**src/rtl/sum_uart_sequencer.sv**
```systemverilog
// sum_uart_sequencer: snapshots A, B and A+B, then sends "A+B=SS\r\n" as hex ASCII over a start/busy UART TX.
module sum_uart_sequencer #(
    parameter int OP_W         = 3,
    parameter int SUM_W        = 5,
    parameter int BUSY_TIMEOUT = 4
) (
    input  logic             clk,
    input  logic             reset,
    input  logic             tx_en,
    input  logic             send_req,
    input  logic [OP_W-1:0]  op_a,
    input  logic [OP_W-1:0]  op_b,
    input  logic [SUM_W-1:0] sum_in,
    input  logic             tx_busy,
    output logic [7:0]       tx_data,
    output logic             tx_start,
    output logic             seq_busy,
    output logic             frame_done,
    output logic             overrun,
    output logic             err_timeout
);
    localparam int CW = $clog2(BUSY_TIMEOUT + 1);

    typedef enum logic [2:0] {IDLE, LOAD, START, WAIT_HI, WAIT_LO, DONE} state_t;

    state_t        state, state_nx;
    logic          prev_req, request;
    logic          pending, pending_nx, overrun_nx, err_nx;
    logic [2:0]    byte_idx, idx_nx;
    logic [CW-1:0] cnt, cnt_nx;
    logic [3:0]    snap_a, snap_b;
    logic [7:0]    snap_sum, tx_hold, cur_byte;

    function automatic logic [7:0] hex(input logic [3:0] n);
        return (n < 4'd10) ? 8'h30 + 8'(n) : 8'h37 + 8'(n);
    endfunction

    assign request    = send_req & ~prev_req & tx_en;
    assign tx_start   = state == START;
    assign seq_busy   = state inside {LOAD, START, WAIT_HI, WAIT_LO};
    assign frame_done = state == DONE;
    // tx_hold keeps the last sent byte on the bus until the next START
    assign tx_data    = tx_start ? cur_byte : tx_hold;

    always_comb begin
        cur_byte = 8'h0A;
        case (byte_idx)
            3'd0: cur_byte = hex(snap_a);
            3'd1: cur_byte = 8'h2B;
            3'd2: cur_byte = hex(snap_b);
            3'd3: cur_byte = 8'h3D;
            3'd4: cur_byte = hex(snap_sum[7:4]);
            3'd5: cur_byte = hex(snap_sum[3:0]);
            3'd6: cur_byte = 8'h0D;
            default: cur_byte = 8'h0A;
        endcase
    end

    always_comb begin
        state_nx   = state;
        pending_nx = pending;
        overrun_nx = overrun;
        err_nx     = err_timeout;
        idx_nx     = byte_idx;
        cnt_nx     = cnt;
        if (request && state != IDLE) begin
            if (pending)
                overrun_nx = 1'b1;
            else
                pending_nx = 1'b1;
        end
        case (state)
            IDLE: begin
                state_nx   = (request || pending) ? LOAD : IDLE;
                pending_nx = pending & request;
            end
            LOAD: begin
                idx_nx   = 3'd0;
                state_nx = START;
            end
            START: begin
                cnt_nx   = '0;
                state_nx = WAIT_HI;
            end
            WAIT_HI: begin
                if (tx_busy) begin
                    state_nx = WAIT_LO;
                end else if (cnt == CW'(BUSY_TIMEOUT - 1)) begin
                    err_nx     = 1'b1;
                    pending_nx = 1'b0;
                    state_nx   = IDLE;
                end else begin
                    cnt_nx = cnt + CW'(1);
                end
            end
            WAIT_LO: begin
                if (!tx_busy) begin
                    state_nx = (byte_idx == 3'd7) ? DONE : START;
                    idx_nx   = (byte_idx == 3'd7) ? byte_idx : byte_idx + 3'd1;
                end
            end
            DONE:    state_nx = IDLE;
            default: state_nx = IDLE;
        endcase
    end

    always_ff @(posedge clk) begin
        if (reset) begin
            state       <= IDLE;
            prev_req    <= 1'b0;
            pending     <= 1'b0;
            overrun     <= 1'b0;
            err_timeout <= 1'b0;
            byte_idx    <= 3'd0;
            cnt         <= '0;
            snap_a      <= 4'd0;
            snap_b      <= 4'd0;
            snap_sum    <= 8'd0;
            tx_hold     <= 8'd0;
        end else begin
            state       <= state_nx;
            prev_req    <= send_req;
            pending     <= pending_nx;
            overrun     <= overrun_nx;
            err_timeout <= err_nx;
            byte_idx    <= idx_nx;
            cnt         <= cnt_nx;
            if (state == LOAD) begin
                snap_a   <= 4'(op_a);
                snap_b   <= 4'(op_b);
                snap_sum <= 8'(sum_in);
            end
            if (tx_start)
                tx_hold <= cur_byte;
        end
    end
endmodule

```
**config.mk**
```make
export PLATFORM = sky130hd
export DESIGN_NAME = sum_uart_sequencer
export DESIGN_NICKNAME = d
export VERILOG_FILES = /design/src/rtl/sum_uart_sequencer.sv
export SDC_FILE = /design/constraint.sdc
export NUM_CORES = 1
export LEC_CHECK = 0
export CORE_ASPECT_RATIO = 1.25
export CORE_MARGIN = 4
export CORE_UTILIZATION = 47
export DETAILED_ROUTE_END_ITERATION = 8
export GPL_TIMING_DRIVEN = 1
export PLACE_DENSITY_LB_ADDON = 0.15
export SLEW_MARGIN = 20
export SYNTH_ARGS = -nofsm -noshare
export SYNTH_HDL_FRONTEND = slang
export SYNTH_SLANG_ARGS = --single-unit
```
**constraint.sdc**
```tcl
create_clock -name clk -period 1.48 [get_ports clk]
set_input_delay 0.148 -clock clk [delete_from_list [all_inputs] [get_ports clk]]
set_output_delay 0.148 -clock clk [all_outputs]
set_load 0.01 [all_outputs]
```
Word level (Yosys, flattened, before mapping)
Index checks and enable logic that the tools add are counted.
- output and inout port bits: 13
- word-level logic and storage cells: 83
- input port bits: 16
- flip-flop bits (word level): 32
- add/subtract/negate cells: 10
- equal/unequal tests: 18
- bitwise operators: 5
- magnitude comparators: 4
- mux-type cells: 22
- reductions and logical operators: 13
- operators by type and width (cell ; number):
    7-bit one-hot mux with 7 select lines ; 1
    6-bit by 3-bit adder with 7-bit output, first input constant ; 4
    7-bit two-way mux ; 4
    3-bit two-way mux ; 8
    3-bit == test, second input constant ; 6
    3-bit by 2-bit == test with 1-bit output, second input constant ; 5
    3-bit one-hot mux with 5 select lines ; 1
    6-bit by 1-bit adder with 7-bit output, first input constant ; 2
    6-bit by 4-bit adder with 7-bit output, first input constant ; 2
    3-bit one-hot mux with 2 select lines ; 2
    3-bit AND reduction ; 3
    3-bit by 4-bit < comparator with 1-bit output, second input constant ; 2
    8-bit two-way mux ; 1
    2-bit inequality test, second input constant ; 4
    3-bit by 1-bit adder with 3-bit output, second input constant ; 2
    3-bit by 1-bit == test with 1-bit output, second input constant ; 2
    3-bit logical NOT ; 2
    1-bit by 4-bit < comparator with 1-bit output, second input constant ; 1
    4-bit < comparator, second input constant ; 1
    1-bit two-way mux ; 4
    2-bit AND reduction ; 2
    2-bit nonzero test ; 2
    4-bit nonzero test ; 1
    1-bit AND ; 3
    other kinds (6) ; 7

Logic depth before layout (Yosys ltp)
- word-level depth: 8
- depth in mapped cells: 7

Worst setup path before layout
Ideal clock, no wire load.
- path type: register -> output
- start: register byte_idx[1]
- end: output tx_data[0]
- stages on the path, launching flop included: 7
- arrival time: 1.475 ns
- setup slack: -0.143 ns
- data required time: 1.332 ns
- cell sequence: dfxtp_1 > inv_1 > ha_1 > clkbuf_1 > nand2_1 > o2111a_1 > o31ai_1
- cells in the longest elaborated chain, start to end: 3
- elaborated cells on any way between the ends: 9
- those cells by class: 6 x eq/ne; 2 x mux; 1 x reduce/logical
- ends and longest elaborated chain (item ; RTL line ; text):
    start: declaration ; 29 ; logic [2:0] byte_idx, idx_nx;
    start signal: assignment ; 126 ; byte_idx <= idx_nx;
    3-bit == test (tied with other cells) ; 47 ; case (byte_idx)
    7-bit one-hot mux with 7 select lines (*) ; 47 ;
    8-bit two-way mux (*) ; n/a ;
    end: declaration ; 15 ; output logic [7:0] tx_data,
Every way passes the cells marked *; elsewhere a longest branch is shown, timed or not.

Final worst setup path
- start: register byte_idx[1]
- end: output tx_data[1]
Same word-level chain as after synthesis.

==> results_tabular.tex <==
\begin{tabular}{lr}
\hline
Metric & Value \\
\hline
\multicolumn{2}{l}{\textbf{Outcome}} \\
\quad Status & complete, but fails checks \\
\quad Violations in the final reports & negative setup slack \\
\multicolumn{2}{l}{\textbf{Setup path}} \\
\quad CP Buf/Inv Count & 2 \\
\quad Maximum cell stage delay along the critical path & roughly 0.37 ns \\
\quad Slowest cell on the critical path & sky130\_fd\_sc\_hd\_\_dfxtp\_4 \\
\quad List of cells traversed by the critical path & buf\_4 > ha\_4 > a221oi\_2 > nor2\_1 > nor4\_4 > nor2\_2 > buf\_2 \\
\quad Critical path capture point type & output port \\
\quad Cell family with most CP delay & flip-flops \\
\quad Worst Setup Path Type & register to output port \\
\quad CP Max Fanout & 6 \\
\quad Required time worst endpoint & between 1 and 1.5 ns \\
\quad Nature of the critical path startpoint & register \\
\quad Worst Path Arrival & around 1.7 ns \\
\multicolumn{2}{l}{\textbf{Power and ir drop}} \\
\quad Net switching power & roughly 0.6 mW \\
\quad Combinational power share & between 20\% and 30\% \\
\quad Internal & about 1.5 mW \\
\quad Power Dens Cells & approximately 770 nW/um\^{}2 \\
\quad Static leakage & between 1 and 1.5 nW \\
\quad Sequential fraction of design power & a little over two fifths \\
\quad Switching part of the total & between 20\% and 30\% \\
\quad IR drop worst, VDD & about 0.70 mV \\
\quad Clock Power Share & 35.3\% \\
\multicolumn{2}{l}{\textbf{Global route}} \\
\quad Aggregate global-route resource usage & between 20\% and 30\% \\
\quad Number of antenna violations at the first check in global routing & 0 \\
\quad Number of global-route vias before repair & 1704 \\
\quad Pin count of the biggest net entering global routing & 17 \\
\quad Overflow left after global routing & 0 \\
\quad Wire length of the first global-routing pass & about 7500 um \\
\multicolumn{2}{l}{\textbf{Drt}} \\
\quad First-pass iteration count of the detailed router & 4 \\
\quad Post-DRT Antenna Nets & 0 \\
\quad Initial DRC count & 129 \\
\quad Vias after detailed routing & around 1900 \\
\quad Total wire length & between 5000 and 6000 um \\
\quad DR DRC count & 0 \\
\quad Routed length per instance & around 18 um \\
\quad Detail-routed via count per cell & roughly 5.9 \\
\multicolumn{2}{l}{\textbf{Timing}} \\
\quad Final Max Tran Viols & 0 \\
\quad Final setup violation count & 17 \\
\quad Fin crit period & between 1.5 and 2 ns \\
\quad Hold Worst Slack & 0.406 ns \\
\quad Headroom to the max-slew limit & about four fifths \\
\quad Setup repair after global routing missed its margin & true \\
\quad Final worst-path cycle share & 127\% \\
\quad Final worst slack & -0.393 ns \\
\quad Fin. Hold Viols & 0 \\
\quad Worst-margin pin slew & between 0.2 and 0.3 ns \\
\quad Highest clock frequency the design can meet & 534 MHz \\
\quad Setup skew after layout & $\sim$0.0079 ns \\
\multicolumn{2}{l}{\textbf{Layout}} \\
\quad Multi-input logic area & 1230 um\^{}2 \\
\quad Count of antenna diodes in the layout & 0 \\
\quad Commonest cells after routing, fill and taps aside & sky130\_fd\_sc\_hd\_\_buf\_4 (36), sky130\_fd\_sc\_hd\_\_nand2\_1 (32), sky130\_fd\_sc\_hd\_\_dfxtp\_1 (25) \\
\quad Most frequent standard cell in the layout excluding fill and tap cells & sky130\_fd\_sc\_hd\_\_buf\_4 \\
\quad Filler cell count & around 230 \\
\quad Register area & approximately 660 um\^{}2 \\
\quad Synthesis-to-finish area growth & 60.6\% \\
\quad Number of nets in the layout & $\sim$300 \\
\quad Fin cells & $\sim$320 \\
\quad Share of cells above drive strength 1 & 45.8\% \\
\multicolumn{2}{l}{\textbf{Placed design}} \\
\quad Hpwl dp & between 3000 and 4000 um \\
\quad Total instance count after detailed placement & 300 \\
\quad Routability congestion estimate from global placement & about 0.89 \\
\quad Number of buffers inserted by port buffering & 28 \\
\multicolumn{2}{l}{\textbf{Floorplan}} \\
\quad Standard-cell row count & 24 \\
\quad I/O pin count & 29 \\
\quad Core Box Area & around 3500 um\^{}2 \\
\quad Overall die height & between 70 and 80 um \\
\quad Area of the die & approximately 4700 um\^{}2 \\
\quad Die outline width & $\sim$62 um \\
\quad Initial Utilization & between 40\% and 50\% \\
\multicolumn{2}{l}{\textbf{Yosys}} \\
\quad Most area-consuming cells after synthesis & sky130\_fd\_sc\_hd\_\_dfxtp\_1 (37\%), sky130\_fd\_sc\_hd\_\_nand2\_1 (7.7\%), sky130\_fd\_sc\_hd\_\_a21oi\_1 (6.7\%) \\
\quad Async set-or-reset flop fraction in the synthesized netlist & 0\% \\
\quad Primary FF master, synth & sky130\_fd\_sc\_hd\_\_dfxtp\_1 \\
\quad Number of library cell types mapped by synthesis & $\sim$50 \\
\quad Post-synthesis area per instance & 8.29 um\^{}2 \\
\quad Dominant cell type by area after synthesis & sky130\_fd\_sc\_hd\_\_dfxtp\_1 \\
\quad Total of flip-flops plus latches after synthesis & 32 \\
\quad Fraction of synthesized cell area taken by the top area cell type & $\sim$37\% \\
\quad Warning count from the yosys run & 0 \\
\quad Portion of the post-synthesis area used by sequential elements & 37.3\% \\
\quad Number of flops mapped to enable cells by yosys & 0 \\
\quad Combined area of all synthesized cells & about 1700 um\^{}2 \\
\quad Synth Instances & 207 \\
\quad Net Count, Synth & around 230 \\
\multicolumn{2}{l}{\textbf{Clock tree}} \\
\quad Post-CTS Hold Fix Bufs & 0 \\
\quad Insertion delay of the later-clocked pin in the worst-skew pair & about 0.29 ns \\
\quad \# H-tree levels & 2 \\
\quad Register clock-pin slew on the reported worst setup and hold paths & $\sim$0.06 ns \\
\quad Total clock buffers created by CTS & 5 \\
\quad Clock tree from TritonCTS & built \\
\quad Deepest clock path buffer count & 2 \\
\quad TritonCTS Sinks & 32 \\
\quad Clk Tree Root Cell & sky130\_fd\_sc\_hd\_\_clkbuf\_8 \\
\multicolumn{2}{l}{\textbf{Run}} \\
\quad Maximum capacitance violations & 0 \\
\multicolumn{2}{l}{\textbf{Min path}} \\
\quad Type of the worst min-delay path & primary input to register \\
\hline
\end{tabular}
## synthesized netlist by cell type, drive strengths merged (3+ instances only)
master / count
nand2: 35
clkbuf: 8
o21ai: 9
a31oi: 4
dfxtp: 32
nor2b: 5
nand3b: 3
inv: 10
mux2: 3
ha: 9
nand3: 5
buf: 6
a21oi: 23
nor2: 15
nor3: 3
## what timing repair did
| item | in CTS | in global routing |
|---|---|---|
| gates resized for setup | 92 | 31 |
| pin swaps | 20 | 19 |
| endpoints found under the setup margin | 23 | 33 |
| setup buffers | 6 | 4 |
| gates cloned | 0 | 0 |
## metal layers
metal	routed length (um)	global-route usage (%)	up-vias
li1	-	-	869
met1	2080	25.6	904
met2	3050	38.1	69
met3	302	4.24	30
met4	259	12.0	0
met5	0	0	-
## path summary, 6_finish.rpt
| path | start | endpoint | slack (ns) | depth (start not counted) |
|---|---|---|---|---|
| worst max-delay path | byte_idx[1] | tx_data[1] | -0.39 | 7 |
| worst max register to register | byte_idx[0] | byte_idx[2] | -0.20 | 8 |
| worst min register to register | snap_sum[4] | snap_sum[4] | 0.45 | 2 |
| worst min-delay path | sum_in[0] | snap_sum[0] | 0.41 | 3 |
## sequential cells by signal, summed over array words and instances (netlist names)
name         count
byte_idx         3
cnt              3
err_timeout      1
overrun          1
pending          1
prev_req         1
snap_a           3
snap_b           3
snap_sum         5
state            3
tx_hold          8
## cell families (layout without fill, tap and decap cells)
| kind of cell | after synthesis | count (layout) | synth area share, % |
|---|---|---|---|
| xor+xnor | 2 | 2 | 1.02 |
| buf+inv | 24 | 94 | 7.08 |
| flops | 32 | 32 | 37.3 |
| mux | 3 | 3 | 1.97 |
| compound gates | 54 | 54 | 21.0 |
| simple gates | 83 | 83 | 25.0 |
| fa+ha+maj | 9 | 9 | 6.56 |
## worst register-to-register path, cell delays in order (launching register included)
cell	delay, ns
sky130_fd_sc_hd__dfxtp_4	0.39
sky130_fd_sc_hd__ha_4	0.20
sky130_fd_sc_hd__buf_6	0.12
sky130_fd_sc_hd__buf_6	0.11
sky130_fd_sc_hd__ha_4	0.17
sky130_fd_sc_hd__nor2_4	0.12
sky130_fd_sc_hd__nand3_4	0.12
sky130_fd_sc_hd__mux2_4	0.32
sky130_fd_sc_hd__nor2_1	0.09
## layout make-up
type,instances,share of cell area (%)
sequential,32,23.8
inverter,10,1.91
tap,39,1.77
timing repair buffer,77,24.4
clock buffer,7,3.50
multi-input combinational,151,44.6
## through the flow
| step | total power, mW | util, % | TNS, ns | cell area (um^2) | setup slack [ns] |
|---|---|---|---|---|---|
| global route | 2.19 | 78.4 | -4.70 | 2760 | -0.476 |
| global placement | 1.33 | 65.5 | -4.23 | 2300 | -0.495 |
| CTS | 2.09 | 74.2 | -2.92 | 2610 | -0.384 |
| floorplan | 1.16 | - | -0.0530 | 1770 | -0.0363 |
| detailed placement | 1.34 | 65.5 | -5.31 | 2300 | -0.602 |
| finish | 2.12 | 78.4 | -3.53 | 2760 | -0.393 |
## power by group through the flow
stage               logic, mW  registers (mW)  clock network (mW)
finish                  0.450           0.921               0.747
CTS                     0.427           0.920               0.741
global route            0.487           0.926               0.782
detailed placement      0.403           0.940                   0
floorplan               0.222           0.934                   0
global placement        0.391           0.937                   0
(Power assumes the default switching activity.)
